$ cat config.mk
export PLATFORM = sky130hd
export DESIGN_NAME = load_store_unit
export DESIGN_NICKNAME = d
export VERILOG_FILES = /design/src/rtl/lsu_pkg.sv /design/src/rtl/lsu_align.sv /design/src/rtl/load_store_unit.sv
export SDC_FILE = /design/constraint.sdc
export NUM_CORES = 1
export LEC_CHECK = 0
export BUFFER_PORTS_ARGS = -buffer_cell sky130_fd_sc_hd__buf_2
export CAP_MARGIN = 20
export CORE_AREA = 2 2 134 136
export CTS_CLUSTER_DIAMETER = 50
export DETAILED_ROUTE_END_ITERATION = 16
export DIE_AREA = 0 0 136 138
export PLACE_DENSITY = 0.61
export RECOVER_POWER = 50
export SLEW_MARGIN = 20
export SYNTH_ARGS = -nofsm -noshare
export SYNTH_HDL_FRONTEND = slang
export SYNTH_HIERARCHICAL = 1
export SYNTH_SLANG_ARGS = --single-unit
export TNS_END_PERCENT = 1
$ cat constraint.sdc
create_clock -name clk -period 2.6 [get_ports clk]
set_input_delay 0.52 -clock clk [delete_from_list [all_inputs] [get_ports clk]]
set_output_delay 0.52 -clock clk [all_outputs]
set_load 0.03 [all_outputs]
$ cat src/rtl/lsu_pkg.sv
// lsu_pkg: shared definitions for the load/store unit.
//   - RV32I load/store funct3 codes
//   - FSM state encoding
//   - WORD_W, the data word width
//   - helpers for funct3 legality and the low-address alignment mask
package lsu_pkg;

  localparam int WORD_W = 32;

  localparam logic [2:0] F3_B  = 3'b000;
  localparam logic [2:0] F3_H  = 3'b001;
  localparam logic [2:0] F3_W  = 3'b010;
  localparam logic [2:0] F3_BU = 3'b100;
  localparam logic [2:0] F3_HU = 3'b101;

  typedef enum logic [2:0] {
    ST_IDLE   = 3'd0,
    ST_LOAD   = 3'd1,
    ST_RMW_RD = 3'd2,
    ST_WRITE  = 3'd3,
    ST_DONE   = 3'd4
  } lsu_state_e;

  // Stores only have B/H/W; loads add the unsigned B/H variants.
  function automatic logic f3_legal(input logic we, input logic [2:0] f3);
    logic ok;
    ok = (f3 == F3_B) || (f3 == F3_H) || (f3 == F3_W);
    if (!we) begin
      ok = ok || (f3 == F3_BU) || (f3 == F3_HU);
    end
    return ok;
  endfunction

  // Address bits that must be zero for a naturally aligned access.
  function automatic logic [1:0] align_mask(input logic [2:0] f3);
    logic [1:0] m;
    case (f3[1:0])
      2'b01:   m = 2'b01;
      2'b10:   m = 2'b11;
      default: m = 2'b00;
    endcase
    return m;
  endfunction

endpackage

$ cat src/rtl/lsu_align.sv
// lsu_align: combinational byte-lane logic shared by loads and stores.
//   word       in   WORD_W  memory word (read data for loads, merge buffer for stores)
//   addr_lo    in   2       byte offset within the word
//   funct3     in   3       access size / signedness
//   store_data in   WORD_W  right-aligned store data
//   load_data  out  WORD_W  selected lane, sign- or zero-extended
//   merge_word out  WORD_W  word with the addressed lane(s) replaced by store data
module lsu_align
  import lsu_pkg::*;
(
  input  logic [WORD_W-1:0] word,
  input  logic [1:0]        addr_lo,
  input  logic [2:0]        funct3,
  input  logic [WORD_W-1:0] store_data,
  output logic [WORD_W-1:0] load_data,
  output logic [WORD_W-1:0] merge_word
);

  logic [WORD_W-1:0] shifted;
  logic [WORD_W-1:0] store_rep;
  logic [3:0]        byte_en;

  // Bring the addressed lane down to bit 0 before extending.
  assign shifted = word >> {addr_lo, 3'b000};

  always_comb begin
    load_data = word;
    case (funct3)
      F3_B:    load_data = {{24{shifted[7]}}, shifted[7:0]};
      F3_BU:   load_data = {24'd0, shifted[7:0]};
      F3_H:    load_data = {{16{shifted[15]}}, shifted[15:0]};
      F3_HU:   load_data = {16'd0, shifted[15:0]};
      default: load_data = word;
    endcase
  end

  // Replicate the store data across every lane, then let byte_en pick
  // which lanes actually take it; avoids a variable shift on the write path.
  always_comb begin
    store_rep = store_data;
    byte_en   = 4'b1111;
    case (funct3[1:0])
      2'b00: begin
        store_rep = {4{store_data[7:0]}};
        byte_en   = 4'b0001 << addr_lo;
      end
      2'b01: begin
        store_rep = {2{store_data[15:0]}};
        byte_en   = addr_lo[1] ? 4'b1100 : 4'b0011;
      end
      default: begin
        store_rep = store_data;
        byte_en   = 4'b1111;
      end
    endcase
  end

  genvar gi;
  generate
    for (gi = 0; gi < 4; gi++) begin : g_lane
      assign merge_word[8*gi +: 8] = byte_en[gi] ? store_rep[8*gi +: 8] : word[8*gi +: 8];
    end
  endgenerate

endmodule

$ cat src/rtl/load_store_unit.sv
// load_store_unit: turns RV32I byte-addressed loads/stores into accesses on a
// word-wide data memory (combinational read, write on posedge). Sub-word
// stores are a read-modify-write over two memory cycles.
//
// Optional feature macro: LSU_MISALIGN_TRAP_EN
//   defined   - misaligned H/W requests complete with resp_err=1, no memory access
//   undefined - the offending low address bits are cleared and the access proceeds
//
// Ports:
//   clk, rst_n                 clock, asynchronous active-low reset
//   req_valid/req_ready        request handshake (ready only in IDLE)
//   req_we, req_funct3         store/load select and RV32I funct3
//   req_addr, req_wdata        byte address, right-aligned store data
//   resp_valid                 one-cycle completion pulse
//   resp_rdata, resp_err       extended load data, error flag
//   mem_read, mem_write        memory strobes (never both high)
//   mem_addr, mem_wdata        word address and write data
//   mem_rdata                  combinational read data from memory
module load_store_unit
  import lsu_pkg::*;
#(
  parameter int ADDR_W = 8
) (
  input  logic              clk,
  input  logic              rst_n,
  input  logic              req_valid,
  output logic              req_ready,
  input  logic              req_we,
  input  logic [2:0]        req_funct3,
  input  logic [ADDR_W-1:0] req_addr,
  input  logic [WORD_W-1:0] req_wdata,
  output logic              resp_valid,
  output logic [WORD_W-1:0] resp_rdata,
  output logic              resp_err,
  output logic              mem_read,
  output logic              mem_write,
  output logic [ADDR_W-3:0] mem_addr,
  output logic [WORD_W-1:0] mem_wdata,
  input  logic [WORD_W-1:0] mem_rdata
);

  lsu_state_e        state_reg, state_next;
  logic [2:0]        f3_reg;
  logic [ADDR_W-1:0] addr_reg;
  logic [WORD_W-1:0] wdata_reg;
  logic [WORD_W-1:0] buf_reg;
  logic [WORD_W-1:0] rdata_reg;
  logic              err_reg;

  logic              accept;
  logic              req_bad;
  logic [ADDR_W-1:0] addr_eff;
  logic [WORD_W-1:0] align_word;
  logic [WORD_W-1:0] load_data;
  logic [WORD_W-1:0] merge_word;

`ifdef LSU_MISALIGN_TRAP_EN
  assign addr_eff = req_addr;
  assign req_bad  = !f3_legal(req_we, req_funct3) ||
                    (|(req_addr[1:0] & align_mask(req_funct3)));
`else
  // Misaligned accesses are silently rounded down to the access size.
  assign addr_eff = {req_addr[ADDR_W-1:2], req_addr[1:0] & ~align_mask(req_funct3)};
  assign req_bad  = !f3_legal(req_we, req_funct3);
`endif

  // The lane logic sees the live read data while loading and the captured
  // word while writing back a sub-word store.
  assign align_word = (state_reg == ST_LOAD) ? mem_rdata : buf_reg;

  lsu_align u_align (
    .word       (align_word),
    .addr_lo    (addr_reg[1:0]),
    .funct3     (f3_reg),
    .store_data (wdata_reg),
    .load_data  (load_data),
    .merge_word (merge_word)
  );

  // Every output here depends only on state_reg and the latched request, so
  // an asynchronous reset drops them all without waiting for a clock.
  always_comb begin
    state_next = state_reg;
    accept     = 1'b0;
    req_ready  = 1'b0;
    resp_valid = 1'b0;
    resp_err   = 1'b0;
    mem_read   = 1'b0;
    mem_write  = 1'b0;
    mem_addr   = '0;
    mem_wdata  = '0;
    case (state_reg)
      ST_IDLE: begin
        req_ready = 1'b1;
        if (req_valid) begin
          accept = 1'b1;
          if (req_bad) begin
            state_next = ST_DONE;
          end else if (!req_we) begin
            state_next = ST_LOAD;
          end else if (req_funct3 == F3_W) begin
            state_next = ST_WRITE;
          end else begin
            state_next = ST_RMW_RD;
          end
        end
      end
      ST_LOAD: begin
        mem_read   = 1'b1;
        mem_addr   = addr_reg[ADDR_W-1:2];
        state_next = ST_DONE;
      end
      ST_RMW_RD: begin
        mem_read   = 1'b1;
        mem_addr   = addr_reg[ADDR_W-1:2];
        state_next = ST_WRITE;
      end
      ST_WRITE: begin
        // For SW every lane is enabled, so the merge output is wdata itself.
        mem_write  = 1'b1;
        mem_addr   = addr_reg[ADDR_W-1:2];
        mem_wdata  = merge_word;
        state_next = ST_DONE;
      end
      ST_DONE: begin
        resp_valid = 1'b1;
        resp_err   = err_reg;
        state_next = ST_IDLE;
      end
      default: begin
        state_next = ST_IDLE;
      end
    endcase
  end

  always_ff @(posedge clk or negedge rst_n) begin
    if (!rst_n) begin
      state_reg <= ST_IDLE;
      f3_reg    <= '0;
      addr_reg  <= '0;
      wdata_reg <= '0;
      buf_reg   <= '0;
      rdata_reg <= '0;
      err_reg   <= 1'b0;
    end else begin
      state_reg <= state_next;
      if (accept) begin
        f3_reg    <= req_funct3;
        addr_reg  <= addr_eff;
        wdata_reg <= req_wdata;
        err_reg   <= req_bad;
        if (req_bad) begin
          rdata_reg <= '0;
        end
      end
      // Stores never touch rdata_reg, so the last load result persists.
      if (state_reg == ST_LOAD) begin
        rdata_reg <= load_data;
      end
      if (state_reg == ST_RMW_RD) begin
        buf_reg <= mem_rdata;
      end
    end
  end

  assign resp_rdata = rdata_reg;

endmodule

* Yosys cells after proc, flatten, opt, wreduce, memory -nomap -nowiden
Cells that the tools add are included.
** Storage, ports and cells
- Flip-flop bits (word level) :: 111
** Operators by class
- Equal/unequal tests :: 16
- Shift-type cells :: 2
- Multiplexer cells :: 28
- Bitwise logic cells :: 2
- Reductions and logical operators :: 14
** Operator list (count)
- $mux 32 :: 5
- $pmux 32 s4 :: 1
- $pmux 32 s2 :: 1
- $mux 8 :: 4
- $shr 32x5->16 :: 1
- $eq 3x3->1 const B :: 5
- $eq 3x1->1 const B :: 3
- $eq 3x2->1 const B :: 3
- $logic_not 3->1 :: 3
- $mux 1 :: 9
- $pmux 3 s3 :: 1
- $pmux 4 s2 :: 1
- $mux 3 :: 2
- $mux 6 :: 1
- $eq 2x1->1 const B :: 2
- $logic_or 1x1->1 :: 4
- $mux 4 :: 1
- $pmux 2 s2 :: 1
- $reduce_or 2->1 :: 2
- $shl 1x2->4 const A :: 1
- $reduce_or 3->1 :: 1
- $and 2x2->2 :: 1
- $eq 2x2->1 const B :: 1
- $logic_not 2->1 :: 1
- other kinds (7) :: 7

* Depth between registers and ports, before layout
- Depth after elaboration :: 9
- Depth in mapped cells :: 12
- Gate-level depth less buffers :: 8

* Cells and area by module
Netlist, hierarchy kept.
** By module, submodules not included
- load_store_unit :: times used 1, cells each 485, area each 5074.9 µm², seq. area each 2777.7 µm²
- lsu_align :: times used 1, cells each 224, area each 1719.1 µm², seq. area each 0.0 µm²

* Worst setup path after synthesis
OpenSTA, ideal clock, no wires.
- Path type :: register -> output
- Start point :: register state_reg[2]
- End point :: output mem_wdata[31]
- Arrival :: 1.845 ns
- Slack :: 0.235 ns
- Cell stages (with the launch flop) :: 9
- Cells stage by stage :: dfrtp_1 -> buf_6 -> or3b_1 -> buf_2 -> buf_2 -> nand2_1 -> nand2_1 -> mux2_2 -> and2_1
** Between the ends
- Longest elaborated chain between the ends :: 4
** RTL lines
- start: declaration :: line load_store_unit.sv:42 : lsu_state_e state_reg, state_next;
- start signal: assignment :: line load_store_unit.sv:146 : state_reg <= state_next;
- $eq 3x1->1 :: line load_store_unit.sv:69 : assign align_word = (state_reg == ST_LOAD) ? mem_rdata : buf_reg;
- $mux 32 :: line load_store_unit.sv:69
- via align_word[31] :: line load_store_unit.sv:53 : logic [WORD_W-1:0] align_word;
- $mux 8 :: line lsu_align.sv:61 : assign merge_word[8*gi +: 8] = byte_en[gi] ? store_rep[8*gi +: 8] : word[8*gi +: 8];
- via merge_word[31] :: line load_store_unit.sv:55 : logic [WORD_W-1:0] merge_word;
- $mux 32 :: line load_store_unit.sv:92 : case (state_reg)
- end: declaration :: line load_store_unit.sv:38 : output logic [WORD_W-1:0] mem_wdata,
The timed path passes the listed nets, and every way through them passes these cells.

* Final worst setup path
- Start point :: register state_reg[2]
- End point :: output mem_wdata[10]
Same word-level chain as after synthesis.

==> results.json <==
{
  "dieArea_sq_um": 18800,
  "netlist_area_sq_um": 6790,
  "portBuffers": 153,
  "final_util": 0.515,
  "dpl_cell_area_sq_um": 7820,
  "worstHoldPathType": "in2reg",
  "min_period_over_period": 1.03,
  "async_reset_ff_frac": 1.00,
  "final.min_clock_period_ps": 2680,
  "worst_pin_slew_ps": 1340,
  "synth_seq_cells": 111,
  "num-fill-cells": 1676,
  "place.gp.congestion": 0.841,
  "tns_ps": -1590,
  "cts.sinks": 111,
  "start_util": 0.387,
  "clock.fmax_mhz": 373,
  "fp-row-count": 49,
  "synth_edf_count": 0,
  "core_area_sq_um": 17500,
  "clockBufferDepth": 2,
  "dr.pass1.iters": 5,
  "grt_pass1_vias": 5448,
  "synth_ff_type": "dfrtp_1",
  "num_antenna_cells": 0,
  "start_kind": "register",
  "hold_viol_final": 0,
  "grt_use_total": 0.220,
  "use_met1": 0.335,
  "cts_made_buffers": 9,
  "grt_busiest_layer": "met1",
  "drt_iter0_markers": 387,
  "clkTransAtPathRegs_ps": 70,
  "cts_tree": "built",
  "dieWidth_um": 136,
  "critPathRequiredTime_ps": 2080,
  "syn_to_final_growth_pct": 33.0,
  "yosysSeqAreaShare": 0.409,
  "drc": 0,
  "cts_root_buf": "clkbuf_16",
  "maxCapViolations": 0,
  "h-tree-depth": 3,
  "ioPinCount": 154,
  "post_drt_wl_per_cell_um": 19.2,
  "peakVddDrop_mv": 0.509,
  "hold_depth": 2,
  "critical_path_arrival_ps": 2160,
  "final_nets": 963,
  "slew_headroom": 0.104,
  "powerDensity_nw_per_um2": 1360,
  "reg2reg_depth": 13,
  "violations": "setup timing",
  "r2r_start": "state_reg[2]",
  "crit_fanout": 8,
  "stdcell_area_sq_um": 9030,
  "fp.dieH_um": 138,
  "postCtsHoldBufs": 0,
  "grt_overflow": 0,
  "r2r_end": "resp_rdata[27]",
  "dp_hpwl_mm": 14.7,
  "yosysUniqueCellTypes": 43,
  "layout_setup_ws_ps": -82.5,
  "skew_ps": 9.31,
  "grt_pass1_wl_mm": 31.9,
  "finalSetupViolations": 32,
  "antenna_found_initial": 0,
  "synthCells": 709,
  "drt_wl_total_mm": 21.4,
  "syn_area_per_cell_sq_um": 9.58,
  "leakagePower_nw": 4.20,
  "met3_usage": 0.0418,
  "post_route_cells_drive_above_1_share": 0.499,
  "min_from": "req_wdata[24]",
  "met2_usage": 0.319,
  "synth_nets": 792,
  "outcome": "finished with violations",
  "drv_slew": 0,
  "grt_max_degree": 51,
  "routed_via_density": 5.19,
  "insertion_delay_ps": 360,
  "setup.worst_path.end_class": "output port",
  "critical_path_class": "reg2out",
  "min_to": "wdata_reg[24]",
  "route.vias.total": 5777,
  "rrSetupSlack_ps": 160,
  "antenna_left": 0,
  "yosysWarnings": 6,
  "rsz0062_at_grt": "true"
}
how the worst max path moves through the flow:
| stage | slack [ps] | end | cells after the start | start |
|---|---|---|---|---|
| after floorplan | 230 | mem_wdata[31] | 8 | state_reg[2] |
| after global placement | 100 | mem_wdata[31] | 7 | state_reg[2] |
| after detailed placement | 90 | mem_wdata[31] | 7 | state_reg[2] |
| after CTS | -80 | mem_wdata[14] | 7 | state_reg[1] |
| after global routing | -100 | mem_wdata[10] | 7 | state_reg[2] |
| final | -80 | mem_wdata[10] | 7 | state_reg[2] |
per-stage QoR:
step / power [mW] / setup WS (ps) / std cells / hold WS [ps]
after floorplan: 7.75 / 235 / 709 / 224
after global placement: 9.44 / 95.7 / 1071 / 443
after detailed placement: 9.48 / 87.0 / 1071 / 450
after CTS: 11.3 / -81.9 / 1089 / 63.0
after global routing: 13.0 / -105 / 1113 / 380
final: 12.3 / -82.5 / 1113 / 389
placed cells by master, fill, tap and decap left out, drive strengths merged, types with 2 or more instances in the layout:
cell	n
o22ai	2
buf	184
o2bb2ai	2
a21o	4
mux2i	18
a21oi	3
nor3	4
o221ai	8
nand3b	2
nor2	8
mux2	130
and3b	2
or2	4
nand2	195
inv	14
bufinv	2
o21ai	67
and3	9
dfrtp	111
and2	40
nor2b	3
a22oi	6
clkbuf	36
nand2b	14
ha	4
where the power goes:
| part | internal (mW) | total, mW | switching, mW | leakage, nW |
|---|---|---|---|---|
| registers | 2.58 | 3.24 | 0.663 | 1.37 |
| clock network | 0.869 | 1.53 | 0.662 | 0.155 |
| logic | 3.47 | 7.49 | 4.02 | 2.67 |
| total | 6.91 | 12.3 | 5.34 | 4.20 |
logic make-up (layout without fill, tap and decap cells):
group                      after synthesis  in the layout  synth area share
and+or+nand+nor                        284            284             0.192
adders and majority gates                4              4           0.00737
buffers and inverters                   64            239            0.0567
DFF                                    111            111             0.409
AOI/OAI and AO/OA                       98             98            0.0930
muxes                                  148            148             0.242
cells in the mapped netlist, types with 2 or more instances:
| cell | number | area [sq um] |
|---|---|---|
| and3_1 | 8 | 50.1 |
| o21ai_0 | 57 | 285 |
| and3b_1 | 2 | 17.5 |
| and2_1 | 40 | 250 |
| clkbuf_1 | 8 | 30.0 |
| nand3b_1 | 2 | 15.0 |
| nand2_1 | 195 | 732 |
| inv_1 | 13 | 48.8 |
| a21oi_1 | 2 | 10.0 |
| nor2b_1 | 3 | 18.8 |
| dfrtp_1 | 111 | 2780 |
| a22oi_1 | 6 | 45.0 |
| nand2b_1 | 14 | 87.6 |
| nor2_1 | 7 | 26.3 |
| o221ai_1 | 8 | 70.1 |
| buf_6 | 9 | 101 |
| mux2_1 | 7 | 78.8 |
| o21ai_2 | 10 | 87.6 |
| ha_1 | 4 | 50.1 |
| or2_2 | 3 | 18.8 |
| buf_4 | 14 | 105 |
| nor3_1 | 3 | 15.0 |
| o2bb2ai_1 | 2 | 17.5 |
| buf_2 | 20 | 100 |
| mux2i_1 | 18 | 180 |
| mux2_2 | 123 | 1390 |
| a21o_1 | 4 | 30.0 |
critical path, stage by stage, from the launching register on:
cell and delay, ps:
dfrtp_1 380, or3b_4 490, clkbuf_16 230, nand2_2 80
nand2_2 80, mux2_4 270, and2_4 140, buf_6 130
layer usage:
metal / wire length [um] / vias up
met5: 0 / -
met3: 1550 / 26
met2: 9420 / 236
li1: - / 2745
met4: 495 / 0
met1: 9890 / 2770
cell type report:
| cell class | instances | area, sq um | share of cell area |
|---|---|---|---|
| timing repair buffer | 211 | 1560 | 0.172 |
| inverter | 13 | 48.8 | 0.00540 |
| multi-input combinational | 534 | 4040 | 0.447 |
| sequential | 111 | 2780 | 0.308 |
| clock inverter | 5 | 81.3 | 0.00900 |
| tap | 229 | 287 | 0.0317 |
| clock buffer | 10 | 239 | 0.0265 |
repair_timing:
item / in CTS / in global routing
gates resized for setup: 99 / 99
endpoints found under the setup margin: 32 / 33
gates cloned: 2 / 3
pin swaps: 13 / 31
setup buffers: 1 / 21
No activity file was read; power rests on OpenSTA's default activity.
